**config.mk**
```make
export PLATFORM = sky130hd
export DESIGN_NAME = pwm_deadtime_out
export DESIGN_NICKNAME = d
export VERILOG_FILES = /design/src/rtl/pwm_deadtime_out.sv
export SDC_FILE = /design/constraint.sdc
export NUM_CORES = 1
export LEC_CHECK = 0
export ABC_AREA = 1
export CAP_MARGIN = 20
export CORE_ASPECT_RATIO = 0.8
export CORE_UTILIZATION = 40
export CTS_CLUSTER_SIZE = 40
export DETAILED_ROUTE_END_ITERATION = 16
export GPL_TIMING_DRIVEN = 0
export PLACE_DENSITY_LB_ADDON = 0.2
export REMOVE_ABC_BUFFERS = 1
export SLEW_MARGIN = 20
export SYNTH_ARGS = -nofsm -noshare
export SYNTH_HDL_FRONTEND = slang
export SYNTH_SLANG_ARGS = --single-unit
export TNS_END_PERCENT = 1
```
**constraint.sdc**
```tcl
create_clock -name clk -period 1.73 [get_ports clk]
set_clock_uncertainty 0.15 [all_clocks]
set_input_delay 0.2595 -clock clk [delete_from_list [all_inputs] [get_ports clk]]
set_output_delay 0.2595 -clock clk [all_outputs]
set_load 0.005 [all_outputs]
```
**src/rtl/pwm_deadtime_out.sv**
```systemverilog
`default_nettype none
// ============================================================================
// Module   : pwm_deadtime_out
// Function : PWM gate-drive output stage. It drives complementary or
//            single-ended outputs with dead time and shadowed configuration.
//            Optional macro PWM_FAULT_LATCH_EN makes the fault input sticky.
// Revision : 1.0
// ============================================================================
module pwm_deadtime_out #(
  parameter int DT_WIDTH = 8
) (
  input  logic                clk,
  input  logic                rst_n,
  input  logic                enable,
  input  logic                pwm_raw,
  input  logic                period_end,
  input  logic [DT_WIDTH-1:0] dead_cycles_i,
  input  logic                invert_i,
  input  logic                complementary_i,
  input  logic                fault_i,
  input  logic                fault_clr_i,
  output logic                pwm_hi_o,
  output logic                pwm_lo_o,
  output logic                dt_active_o,
  output logic                cfg_applied_o,
  output logic                fault_o
);

  typedef enum logic [2:0] {
    S_IDLE     = 3'd0,
    S_HI_ON    = 3'd1,
    S_DT_TO_LO = 3'd2,
    S_LO_ON    = 3'd3,
    S_DT_TO_HI = 3'd4
  } state_t;

  state_t              r_state;
  state_t              w_state_nxt;
  logic [DT_WIDTH-1:0] r_dt_cnt;
  logic [DT_WIDTH-1:0] w_dt_cnt_nxt;
  logic [DT_WIDTH-1:0] r_dead_s;
  logic                r_invert_s;
  logic                r_comp_s;
  logic                r_pwm_hi;
  logic                r_pwm_lo;
  logic                r_dt_active;
  logic                r_cfg_applied;
  logic                w_fault_eff;
  logic                w_off;
  logic                w_target;
  logic [DT_WIDTH-1:0] w_d;
  logic                w_d_zero;
  logic [DT_WIDTH-1:0] w_dt_load;

  // Shadows follow the inputs while disabled, otherwise only at period ends
  always_ff @(posedge clk) begin
    if (!rst_n) begin
      r_dead_s      <= '0;
      r_invert_s    <= 1'b0;
      r_comp_s      <= 1'b0;
      r_cfg_applied <= 1'b0;
    end else begin
      if (!enable || period_end) begin
        r_dead_s   <= dead_cycles_i;
        r_invert_s <= invert_i;
        r_comp_s   <= complementary_i;
      end
      r_cfg_applied <= enable && period_end;
    end
  end

`ifdef PWM_FAULT_LATCH_EN
  logic r_fault;

  always_ff @(posedge clk) begin
    if (!rst_n) begin
      r_fault <= 1'b0;
    end else if (fault_i) begin
      r_fault <= 1'b1;
    end else if (fault_clr_i) begin
      r_fault <= 1'b0;
    end
  end

  assign w_fault_eff = r_fault | fault_i;
  assign fault_o     = r_fault;
`else
  logic w_unused_fault_clr;

  assign w_unused_fault_clr = fault_clr_i;
  assign w_fault_eff        = fault_i;
  assign fault_o            = 1'b0;
`endif

  assign w_off     = !enable || w_fault_eff;
  assign w_target  = pwm_raw ^ r_invert_s;
  assign w_d       = r_comp_s ? r_dead_s : '0;
  assign w_d_zero  = (w_d == '0);
  assign w_dt_load = w_d_zero ? '0 : (w_d - DT_WIDTH'(1));

  always_comb begin
    w_state_nxt  = r_state;
    w_dt_cnt_nxt = r_dt_cnt;
    if (w_off) begin
      w_state_nxt  = S_IDLE;
      w_dt_cnt_nxt = '0;
    end else begin
      case (r_state)
        S_IDLE: begin
          w_dt_cnt_nxt = w_dt_load;
          if (w_target) w_state_nxt = w_d_zero ? S_HI_ON : S_DT_TO_HI;
          else          w_state_nxt = w_d_zero ? S_LO_ON : S_DT_TO_LO;
        end
        S_HI_ON: begin
          if (!w_target) begin
            w_state_nxt  = w_d_zero ? S_LO_ON : S_DT_TO_LO;
            w_dt_cnt_nxt = w_dt_load;
          end
        end
        S_LO_ON: begin
          if (w_target) begin
            w_state_nxt  = w_d_zero ? S_HI_ON : S_DT_TO_HI;
            w_dt_cnt_nxt = w_dt_load;
          end
        end
        // A target that reverts mid dead time returns to the side still safe
        S_DT_TO_HI: begin
          if (!w_target) begin
            w_state_nxt  = S_LO_ON;
            w_dt_cnt_nxt = '0;
          end else if (r_dt_cnt == '0) begin
            w_state_nxt = S_HI_ON;
          end else begin
            w_dt_cnt_nxt = r_dt_cnt - DT_WIDTH'(1);
          end
        end
        S_DT_TO_LO: begin
          if (w_target) begin
            w_state_nxt  = S_HI_ON;
            w_dt_cnt_nxt = '0;
          end else if (r_dt_cnt == '0) begin
            w_state_nxt = S_LO_ON;
          end else begin
            w_dt_cnt_nxt = r_dt_cnt - DT_WIDTH'(1);
          end
        end
        default: begin
          w_state_nxt  = S_IDLE;
          w_dt_cnt_nxt = '0;
        end
      endcase
    end
  end

  always_ff @(posedge clk) begin
    if (!rst_n) begin
      r_state     <= S_IDLE;
      r_dt_cnt    <= '0;
      r_pwm_hi    <= 1'b0;
      r_pwm_lo    <= 1'b0;
      r_dt_active <= 1'b0;
    end else begin
      r_state     <= w_state_nxt;
      r_dt_cnt    <= w_dt_cnt_nxt;
      r_pwm_hi    <= (w_state_nxt == S_HI_ON);
      r_pwm_lo    <= (w_state_nxt == S_LO_ON) && r_comp_s;
      r_dt_active <= (w_state_nxt == S_DT_TO_LO) || (w_state_nxt == S_DT_TO_HI);
    end
  end

  assign pwm_hi_o      = r_pwm_hi;
  assign pwm_lo_o      = r_pwm_lo;
  assign dt_active_o   = r_dt_active;
  assign cfg_applied_o = r_cfg_applied;

endmodule
`default_nettype wire

```
==> qor.yml, run 1 <==
power_and_ir_drop:
  intPower_uw: 906
  p_leak_uw: 0.000840
  powerDensity_nw_per_um2: 737
  pwr-share-seq_pct: 48.2
  combPwrFrac_pct: 25.5
  netSwitchingPower_uw: 406
  clockPowerShare_pct: 26.3
  power_uw: 1310
  vdd_ir_drop_max_mv: 0.469
  switching_share_pct: 30.9
flow_run:
  max_cap_viol_count: 0
drt:
  dr.pass1.iters: 4
  drt-total-wl_um: 2980
  via_per_inst: 4.75
  ant_nets: 0
  drcViolationCount: 0
  drtIter0Drc: 129
  wl_per_cell_um: 10.4
  vias: 1362
critical_path:
  path_max_fanout: 9
  crit_required_ps: 1790
  cp_slowest_stage_delay_ps: 360
  cp_top_family: "simple AND/OR/NAND/NOR gates"
  path_cells: "inv_1 > ha_1 > inv_1 > nor2_1 > nand2_2 > nand3_1 > a21boi_0 > nand3_1 > nand2_1 > nand2_1 > nor2_1"
  reg2regPathDepth: 11
  critPathCaptureType: "flip-flop"
  cp_slowest_cell: "dfxtp_2"
  crit_buf_inv: 2
  path_class: "reg -> reg"
  worstPathArrival_ps: 1810
  critPathLaunchType: "flip-flop"
  cp.depth: 11
place:
  dp_hpwl_um: 2280
  gp_congestion: 0.786
  dp.cells: 283
  port_buffers: 19
  dp_slack_ps: -387
  placed_area_um2: 1670
timing:
  fin_ws_ps: -22.2
  setup_viol: 1
  rsz0062_at_grt: "yes"
  hold_violations: 0
  min_period_ps: 1750
  min_period_over_period_pct: 101
  slew_violations: 0
  max_freq_ghz: 0.571
synth:
  synthCells: 226
  ys_top_cells_by_area: "dfxtp_1, nand2_1, nor2_1, nand3_1, inv_1"
  synth_area_um2: 1460
  ys_seq_elements: 25
  synth_top_area_share_pct: 34.4
  yosys_warnings: 0
  yosys.area.top_type: "dfxtp_1"
  synth_cell_types: 26
  ys_seq_area_share_pct: 34.4
  syn_area_per_cell_um2: 6.44
clocking:
  ctsLongestPathBuffers: 2
  cts_setup_buffers: 0
  cts_buffers: 3
  cts_sinks: 25
  cts-root-buf: "clkbuf_8"
  htree_levels: 1
  clkLatencyLatePin_ps: 270
  clk_pin_slew_ps: 90
  cts_tree: "done"
die:
  design.core.area_um2: 3450
  io_pins: 22
  die_y_um: 55.9
  initial_core_util_pct: 42.2
  die_area_um2: 3880
  rows: 19
  fp.dieW_um: 69.4
grt:
  grt_max_degree: 15
  grt_pass1_wl_um: 5220
  antenna_found_initial: 0
  overflow: 0
  grtUsageTotal_pct: 16.8
  first_global_vias: 1187
status:
  outcome: "finished, violations left"
  violations: "negative setup slack"
hold_path:
  hold_depth: 2
  hp-class: "reg -> reg"
finish:
  final-seq-area_um2: 507
  layout.cells.non_filler: 287
  multi_input_area_um2: 898
  utilization_pct: 51.7
  fin_nets: 266
  diodes: 0
  fillCellCount: 374
  final_area_um2: 1780
  drive_gt1_share_pct: 10.6
  area_delta_synth_final_pct: 22.4
==> cell type report <==
class                           instances  share of cell area [%]
Clock inverter                          1                   0.281
Timing Repair Buffer                   19                    10.6
Clock buffer                            3                    2.32
Sequential cell                        25                    28.5
Tap cell                               42                    2.95
Inverter                               23                    4.92
Multi-Input combinational cell        174                    50.5
==> through the flow <==
step / setup TNS, ps / hold WS [ps]
6_report: -22.2 / 336
5_1_grt: -772 / 360
3_5_place_dp: -7770 / 321
2_1_floorplan: 0 / 223
4_1_cts: -13.4 / 329
3_3_place_gp: -7370 / 316
==> worst min-delay path: cells and delay by family, from the launching register on <==
| kind | cells | cell delay (ps) |
|---|---|---|
| flip-flops | 1 | 330 |
| AND/OR/NAND/NOR | 1 | 60 |
| AO/OA/AOI/OAI | 1 | 50 |
==> sequential cells by signal, indices dropped and copies added (netlist names) <==
signal	flops
r_state	3
pwm_hi_o	1
r_invert_s	1
pwm_lo_o	1
r_comp_s	1
r_dt_cnt	8
r_dead_s	8
dt_active_o	1
cfg_applied_o	1
==> cells in the mapped netlist <==
cell type  number
clkbuf_1        2
nand4_1         3
xor2_2          1
o21ai_2         2
buf_4           1
o22ai_1         3
nand3_1        16
o211ai_1        1
a21o_2          1
a21boi_0        1
ha_1            3
inv_1          20
nand2_2         3
xnor2_1         2
o21ai_1         2
conb_1          1
nor2_1         45
nand2_1        58
clkinv_1        1
o21ai_0        13
dfxtp_1        25
nand3b_1        1
xor2_1          8
inv_2           2
buf_6           1
a21oi_1        10
==> power by group through the flow <==
stage	Clock, uW	Combinational (uW)	Sequential, uW
2_1_floorplan	0	225	638
3_3_place_gp	0	317	643
3_5_place_dp	0	318	643
4_1_cts	359	332	632
5_1_grt	372	384	637
6_report	345	334	633
==> logic make-up (layout without fill, tap and decap cells) <==
group                    after synthesis  in the layout  share of synthesized area [%]
other                                  1              1                          0.258
AO/OA/AOI/OAI                         33             33                           12.7
adder cells (fa/ha/maj)                3              3                           2.58
XOR/XNOR                              11             11                           7.14
flip-flops                            25             25                           34.4
AND/OR/NAND/NOR                      126            126                           35.2
buffers and inverters                 27             46                           7.74
==> routing by layer <==
layer	track usage, %	part of all wire [%]	wire [um]
met4	7.00	1.7	50
met5	0	0	0
met3	3.80	3.5	104
met2	24.1	41	1210
met1	24.1	54	1620
==> worst paths after layout <==
path               start  slack [ps]           to
min          r_dt_cnt[1]         340  r_dt_cnt[1]
max          r_dt_cnt[0]         -20  dt_active_o
max reg2reg  r_dt_cnt[0]         -20  dt_active_o
min reg2reg  r_dt_cnt[1]         340  r_dt_cnt[1]
==> cell usage in the layout, fill, tap and decap left out <==
master and instances:
nand2_1 55, nor2_1 41, dfxtp_1 22, inv_1 20, clkdlybuf4s50_1 18, nand3_1 16
o21ai_0 13, a21oi_1 10, xor2_1 8, nand2_2 6, nor2_2 4, nand4_1 3
o22ai_1 3, clkbuf_8 3, clkinv_2 2, o21ai_1 2, inv_2 2, ha_1 2
dfxtp_2 2, xor2_4 1, nand3b_1 1, xnor2_2 1, a21boi_0 1, a21o_2 1
o21ai_4 1, xnor2_1 1, o211ai_1 1, o21ai_2 1, ha_4 1, conb_1 1
dlygate4sd2_1 1, dfxtp_4 1
==> timing repair <==
| action | CTS | global route |
|---|---|---|
| hold buffers | 0 | 0 |
| pin swaps | 0 | 1 |
| gates cloned | 0 | 0 |
| endpoints found under the hold margin | 0 | 0 |
| setup endpoints to repair | 23 | 22 |
| resized for setup | 14 | 4 |
(Power assumes the default switching activity.)
==> inputs of run 2 (changes only) <==
- ABC_AREA: 1 -> default
- DONT_BUFFER_PORTS: default -> 1
- HOLD_SLACK_MARGIN: default -> 0.1
==> qor.yml, run 2 <==
critical_path:
  worstPathArrival_ps: 1880
  cp-startpoint: "r_comp_s"
  reg2regPathDepth: 8
  crit_required_ps: 1790
  r2r_end: "dt_active_o"
  path_max_fanout: 5
  path_cells: "nand2_2 > ha_4 > nor2b_2 > a31o_4 > nor3_4 > nor4_4 > buf_4 > a211oi_2"
  path_class: "reg -> reg"
  rr_startpoint: "r_comp_s"
  critPathCaptureType: "flip-flop"
  crit_buf_inv: 1
  rrSetupSlack_ps: -90
  critPathLaunchType: "flip-flop"
  cp_top_family: "simple AND/OR/NAND/NOR gates"
  cp_slowest_stage_delay_ps: 390
  cp_slowest_cell: "dfxtp_4"
finish:
  diodes: 0
  drive_gt1_share_pct: 29.2
  area_delta_synth_final_pct: 37.0
  final-seq-area_um2: 533
  layout_common_cells: "nand2_1, buf_4, dfxtp_1, dlygate4sd3_1, a21boi_0"
  fin_nets: 233
  fillCellCount: 307
  multi_input_area_um2: 1120
  reg.largest.list: "r_dead_s (8), r_dt_cnt (8), r_state (3)"
  utilization_pct: 58.1
  final_common_cell: "nand2_1"
synth:
  synth_common_cells: "nand2_1, dfxtp_1, a21boi_0, nor2_1"
  yosys.cell_count.top_type: "nand2_1"
  synth-main-ff-cell: "dfxtp_1"
  synthCells: 187
  synth-async-reset-ratio_pct: 0
  yosys_warnings: 0
  ys_top_cells_by_area: "dfxtp_1, nand2_1, a21boi_0, a22o_1, nand3_1"
  synth_area_um2: 1480
  synth_enable_flop_cells: 0
  syn_area_per_cell_um2: 7.93
  ys_seq_elements: 25
  synth_cell_types: 48
  yosys.area.top_type: "dfxtp_1"
  synth_top_area_share_pct: 33.8
  ys_seq_area_share_pct: 33.8
timing:
  min_period_over_period_pct: 105
  relSlewSlack_pct: 54.5
  slew_violations: 0
  rsz0062_at_grt: "yes"
  min_period_ps: 1820
  tightest_slew_ps: 679
  fin_ws_ps: -93.4
  setup_viol: 12
  hold_violations: 0
  max_freq_ghz: 0.548
drt:
  vias: 1473
  dr.pass1.iters: 5
  wl_per_cell_um: 15.4
  drcViolationCount: 0
  drt-total-wl_um: 3920
  ant_nets: 0
  drtIter0Drc: 47
  via_per_inst: 5.80
hold_path:
  min_from: "pwm_raw"
  hold_depth: 2
  hp-class: "in -> reg"
  hold_path_end: "r_state[1]"
clocking:
  cts_sinks: 25
  cts_tree: "done"
  clkLatencyLatePin_ps: 280
  cts_buffers: 3
  hold_buffers: 13
  clk_pin_slew_ps: 100
  ctsLongestPathBuffers: 2
  htree_levels: 1
  cts-root-buf: "clkbuf_8"
power_and_ir_drop:
  vdd_ir_drop_max_mv: 0.528
  p_leak_uw: 0.000794
  power_uw: 1340
  powerDensity_nw_per_um2: 661
grt:
  grt_pass1_wl_um: 6350
  first_global_vias: 1384
  overflow: 0
  grtUsageTotal_pct: 20.6
  grt_max_degree: 17
  antenna_found_initial: 0
die:
  rows: 19
  io_pins: 22
  design.core.area_um2: 3490
  initial_core_util_pct: 42.4
  die_area_um2: 3960
  die_y_um: 56.5
  fp.dieW_um: 70.1
place:
  dp_hpwl_um: 2450
  gp_congestion: 0.851
  port_buffers: 0
status:
  outcome: "finished, violations left"
  violations: "negative setup slack"
flow_run:
  max_cap_viol_count: 0
==> run 2: cell count changes after synthesis, sizes merged, moves of 8 or more <==
cell	previous run	this run
nor2	45	10
o21ai	17	7
nor3	0	8
nand2	61	33
a21boi	1	11
inv	22	5
nand3	16	8
xor2	9	1
==> run 2: final cells by class <==
| type | instances | area share (%) |
|---|---|---|
| Clock buffer | 3 | 2.03 |
| Timing Repair Buffer | 29 | 12.6 |
| Sequential cell | 25 | 26.2 |
| Inverter | 5 | 0.924 |
| Multi-Input combinational cell | 149 | 55.1 |
| Clock inverter | 1 | 0.431 |
| Tap cell | 42 | 2.59 |
==> run 2: cell families after synthesis <==
kind of cell / count (synthesis) / synth area share [%]
buf+inv: 13 / 3.63
simple gates: 90 / 31.4
compound gates: 49 / 23.5
mux: 2 / 1.35
fa+ha+maj: 3 / 2.53
flops: 25 / 33.8
other cells: 1 / 0.253
xor+xnor: 4 / 3.63
==> run 2: how the worst max path moves through the flow <==
stage | slack [ps] | end | cells past startpoint
finish | -90 | dt_active_o | 8
global route | -120 | dt_active_o | 8
CTS | -50 | pwm_lo_o | 6
detailed placement | -450 | dt_active_o | 7
global placement | -380 | r_dt_cnt[0] | 7
floorplan | -140 | dt_active_o | 7
==> run 2: power by group <==
| group | leakage [uW] | internal (uW) | switching, uW | total (uW) |
|---|---|---|---|---|
| clock network | 0.0000261 | 170 | 217 | 386 |
| registers | 0.000211 | 594 | 28.9 | 623 |
| logic | 0.000556 | 170 | 164 | 333 |
| total | 0.000794 | 933 | 409 | 1340 |
==> run 2: what timing repair did <==
action | 4_1_cts | 5_1_grt
buffers inserted | 16 | 0
pin swaps | 11 | 4
endpoints found under the hold margin | 12 | 1
setup endpoints to repair | 13 | 15
gates resized for setup | 47 | 10
==> run 2: per-stage QoR <==
step / hold slack (ps) / worst slack, ps / setup TNS (ps) / instances / area (um^2)
finish: 56.9 / -93.4 / -448 / 254 / 2030
global route: 78.1 / -123 / -1290 / 254 / 2030
CTS: 67.5 / -49.5 / -180 / 254 / 1990
detailed placement: 264 / -448 / -4510 / 221 / 1500
global placement: 259 / -377 / -4200 / 221 / 1500
floorplan: 255 / -138 / -1070 / 179 / 1450
==> run 2: per-layer routing <==
metal | global-route usage, % | vias up | part of all wire [%]
met5 | 0 | - | 0
li1 | - | 725 | -
met2 | 32.8 | 47 | 46
met4 | 8.29 | 0 | 2.6
met1 | 27.4 | 691 | 46
met3 | 3.95 | 10 | 5.1
